**src/rtl/lf_clk_gate.sv**
```systemverilog
// Phase flop plus glitch-free enable gate for the divided clock.
// The gate only samples the enable while the output is (about to be) low,
// so a high pulse is never cut short and never starts mid-phase.
module lf_clk_gate (
  input  logic clk,
  input  logic rst_n,
  input  logic run_next,   // oscillator will be in RUN after this edge
  input  logic wrap,       // divider wraps on this edge
  input  logic clklfen,
  output logic clklf
);

  logic phase;
  logic gate;
  logic phase_next;
  logic gate_next;

  // Next phase/gate; both collapse to 0 whenever the oscillator leaves RUN.
  always_comb begin
    // NOTE: every signal assigned here gets a default first, so no path
    // leaves it unassigned and no latch is inferred.
    phase_next = 1'b0;
    gate_next  = 1'b0;
    if (run_next) begin
      phase_next = phase ^ wrap;
      gate_next  = phase_next ? gate : clklfen;
    end
  end

  // Phase, gate and the registered output clock.
  always_ff @(posedge clk) begin
    // NOTE: state is updated with non-blocking assignments so every flop
    // samples pre-edge values regardless of statement order.
    if (!rst_n) begin
      phase <= 1'b0;
      gate  <= 1'b0;
      clklf <= 1'b0;
    end else begin
      phase <= phase_next;
      gate  <= gate_next;
      clklf <= phase_next & gate_next;
    end
  end

endmodule : lf_clk_gate

```
**config.mk**
```make
export PLATFORM = sky130hd
export DESIGN_NAME = lf_clk_gate
export DESIGN_NICKNAME = d
export VERILOG_FILES = /design/src/rtl/lf_clk_gate.sv
export SDC_FILE = /design/constraint.sdc
export NUM_CORES = 1
export LEC_CHECK = 0
export CAP_MARGIN = 25
export CORE_AREA = 2 2 39 41
export DETAILED_ROUTE_END_ITERATION = 6
export DIE_AREA = 0 0 41 43
export HOLD_SLACK_MARGIN = 0.12
export SYNTH_ARGS = -nofsm -noshare
export SYNTH_HDL_FRONTEND = slang
export SYNTH_SLANG_ARGS = --single-unit
```
**constraint.sdc**
```tcl
create_clock -name clk -period 0.93 [get_ports clk]
set_clock_uncertainty 0.15 [all_clocks]
set_input_delay 0.093 -clock clk [delete_from_list [all_inputs] [get_ports clk]]
set_output_delay 0.093 -clock clk [all_outputs]
set_load 0.02 [all_outputs]
```
=== Word level (Yosys, flattened, before mapping) ===
Index checks and enable logic that the tools add are counted.

* Flip-flop bits (word level): 3
* Latch bits: 0
* Memory bits (writable): 0
* Bits in read-only memories: 0
* Input bits: 5
* Output and inout bits: 1
* Logic and storage cells: 8
* Memories kept: 0

* $add $sub $neg: 0
* $mul: 0
* Div/mod/pow operators: 0
* Order comparisons: 0
* Equal/unequal tests: 0
* Shift operators: 0
* Mux-type cells: 3
* Bitwise operators: 2
* Reduce and logical (&&, ||, !) cells: 0

{| class="wikitable"
|+ Operators by type and width
! kind !! number
|-
| $mux 1 || 3
|-
| $and 1x1->1 || 1
|-
| $xor 1x1->1 || 1
|}

=== Longest topological paths before layout ===
* Depth after elaboration: 4
* Depth in mapped cells: 2
* Mapped depth without buffers: 2

=== Worst setup path after synthesis ===
OpenSTA, ideal clock, no wires.

* Path kind: register to register
* From: register phase
* To: register gate
* Arrival: 0.648 ns
* Data required time: 0.708 ns
* Slack: 0.060 ns
* Cell stages (with the launch flop): 3
* Clock period less this slack: 0.870 ns
* Cells stage by stage: dfxtp_1 > xnor2_2 > mux2i_1

* Longest elaborated chain between the ends: 3

{| class="wikitable"
|+ RTL lines
! what !! RTL line !! source
|-
| start, declared || 13 || <nowiki>logic phase;</nowiki>
|-
| start signal, assigned || 39 || <nowiki>phase <= phase_next;</nowiki>
|-
| $xor 1x1->1 || 25 || <nowiki>phase_next = phase ^ wrap;</nowiki>
|-
| $mux 1 || 26 || <nowiki>gate_next = phase_next ? gate : clklfen;</nowiki>
|-
| $mux 1 || 24 || <nowiki>if (run_next) begin</nowiki>
|-
| end signal, assigned || 40 || <nowiki>gate <= gate_next;</nowiki>
|-
| end, declared || 14 || <nowiki>logic gate;</nowiki>
|}

Every way passes these cells.
A chain may end at the register's enable or synchronous reset.

=== Worst setup path in the final report ===
Same ends and word-level chain as after synthesis.

==> impl_metrics.csv <==
group,metric,value,unit
status,status,"finished clean",
cts,clkSinkCount,3,
logic_synthesis,synth_area,108,sq um
placed_design,dp_hpwl,181,microns
global_route,grt_pass1_wl,358,microns
power_and_ir_drop,p_leak,0.000101,uW
cells_and_area,final_util,16.7,%
route,wl_per_cell,6.62,microns
route,num_vias,109,
cells_and_area,area_delta_synth_final,115,%
logic_synthesis,synth_seq_cells,3,
critical_path,worstReg2RegEnd,"gate",
power_and_ir_drop,power_switching,80.5,uW
sta,hold_viol_final,0,
route,first_iter_violations,0,
power_and_ir_drop,internal_power,334,uW
logic_synthesis,async_reset_ff_share,0,%
worst_hold_path,min_path_cells,3,
route,drt_wl_total,245,microns
placed_design,gp_congestion,0.520,
logic_synthesis,yosysSeqAreaShare,55.8,%
critical_path,criticalPathCategory,"reg2reg",
die,die_h,43,microns
power_and_ir_drop,combPwrFrac,13.4,%
logic_synthesis,synth_area_per_cell,10.8,sq um
logic_synthesis,yosys_warnings,0,
logic_synthesis,synth-simple-area-share,19.8,%
logic_synthesis,synth_cell_type_count,6,
logic_synthesis,syn-instance-count,10,
critical_path,r2r_slack,0.01,ns
sta,period_needed,0.916,ns
sta,tns,0,ns
sta,rsz0062_at_grt,"true",
cts,cts_tree,"built",
critical_path,cp-end-kind,"flop",
cells_and_area,final_area,231,sq um
worst_hold_path,holdPathEnd,"gate",
die,coreArea,0.00138,sq mm
power_and_ir_drop,swShare,19.4,%
cts,clk_latency,0.23,ns
cells_and_area,diodes,0,
die,die_w,41,microns
sta,drv_slew,0,
logic_synthesis,synth_common_cells,"dfxtp_1 (3), nand3_1 (2), nor2_1 (2)",
logic_synthesis,yosysTopAreaCellShare,55.8,%
logic_synthesis,synth_xor_area_share,15.1,%
run,drv_cap,0,
critical_path,worstRegToRegCells,2,
logic_synthesis,yosys.area.top_type,"dfxtp_1",
logic_synthesis,synth_top_family_by_area,"simple AND/OR/NAND/NOR gates",
cts,htreeDepth,1,
route,drc,0,
route,antenna_left,0,
logic_synthesis,yosysMostFrequentCell,"dfxtp_1",
global_route,grtUsageTotal,4.00,%
sta,max_clock_freq,1090,MHz
die,start_util,7.78,%
critical_path,cp.required,0.93,ns
logic_synthesis,syn_nets,15,
global_route,grt_pass1_vias,106,
route,first_pass_iters,1,
logic_synthesis,synth-compound-area-share,0,%
cts,clockBufferDepth,2,
power_and_ir_drop,pwr-share-seq,33.3,%
critical_path,cp_max_fo,3,
cells_and_area,nNetsFinal,27,
die,rows,14,
placed_design,dpl-instance-area,178,sq um
global_route,grt_max_degree,4,
power_and_ir_drop,ir_drop,0.215,mV
logic_synthesis,synthFlopType,"dfxtp_1",
global_route,antenna_found_initial,0,
cells_and_area,nFillCells,166,
die,io_pins,6,
die,dieArea,0.00176,sq mm
critical_path,arrival,0.92,ns
route,vias_per_cell,2.95,
critical_path,rr_startpoint,"phase",
worst_hold_path,hold_start,"wrap",
power_and_ir_drop,total_power,414,uW
sta,maxSlewHeadroom,86.9,%
critical_path,start_kind,"flop",
worst_hold_path,hold_path.class,"in2reg",
cts,numCtsBuffers,3,
placed_design,numPortBuffers,5,
logic_synthesis,synth_edf_count,0,
power_and_ir_drop,pwr-share-clk,53.3,%
sta,setup_viol,0,
sta,post-route-period-util,98.5,%
logic_synthesis,synth_area_leaders,"dfxtp_1 (56%), xnor2_2 (15%), mux2i_1 (9.3%)",
logic_synthesis,synthMuxAreaShare,9.30,%
power_and_ir_drop,p_per_area,1790,mW/mm^2
cells_and_area,final_layout_size_suffix_gt1_share,38.1,%
sta,tightest_slew,0.196,ns
cts,cts_root_buffer,"clkbuf_4",
logic_synthesis,synth-adder-area-share,0,%
cts,cts.clk_slew.worst_paths,0.04,ns
sta,fin_hold_ws,0.175,ns
global_route,overflow,0,
## how the worst max path moves through the flow
stage | startpoint | endpoint | depth (start not counted)
after CTS | phase | gate | 2
final | phase | gate | 2
after detailed placement | wrap | gate | 3
after floorplan | phase | gate | 2
after global routing | phase | gate | 2
after global placement | wrap | gate | 3
## power by group through the flow
stage / clock network [uW] / registers [uW] / logic (uW)
floorplan: 0 / 138 / 14.6
global placement: 0 / 138 / 37.5
detailed placement: 0 / 138 / 38.0
CTS: 235 / 137 / 38.6
global route: 248 / 138 / 59.3
finish: 221 / 138 / 55.4
## area by class of cell
| cell class | count | area, sq um | share of cell area, % |
|---|---|---|---|
| multi-input combinational | 7 | 58.8 | 25.4 |
| sequential | 3 | 61.3 | 26.5 |
| timing repair buffer | 7 | 65.1 | 28.1 |
| clock buffer | 4 | 26.3 | 11.4 |
| tap | 16 | 20.0 | 8.65 |
## cell usage in the layout (no fill, tap or decap), drive strengths merged
cell type	n
buf	3
dfxtp	3
nand3	2
nand2	1
nor2	2
xnor2	1
mux2i	1
clkdlybuf4s50	3
clkbuf	4
dlymetal6s2s	1
## state kept, by name (all words and copies together) (netlist names)
name	flops
gate	1
phase	1
clklf	1
## critical path: stages, from the launching register on
cell and delay [ns]:
dfxtp_2 0.33, xnor2_4 0.16, mux2i_1 0.20
## cell families (layout without fill, tap and decap cells)
kind of cell,after synthesis,after routing
mux,1,1
buf+inv,0,11
flops,3,3
simple gates,5,5
xor+xnor,1,1
## through the flow
stage,cells,worst slack (ns)
finish,37,0.0141
floorplan,10,0.0600
detailed placement,31,-0.301
global placement,31,-0.266
global route,37,-0.0488
CTS,35,-0.0619
## timing repair
item,CTS,global route
resized for setup,6,2
hold buffers,0,0
endpoints found under the setup margin,2,1
cloned,0,0
pin swaps,1,1
buffers inserted,0,2
## per-layer routing
layer / global-route usage (%) / wire, microns / part of all wire [%]
met5: 0 / 0 / 0
met4: 6.00 / 0 / 0
met3: 4.71 / 58 / 24
met2: 4.38 / 104 / 42
met1: 2.55 / 83 / 34
(Power assumes the default switching activity.)
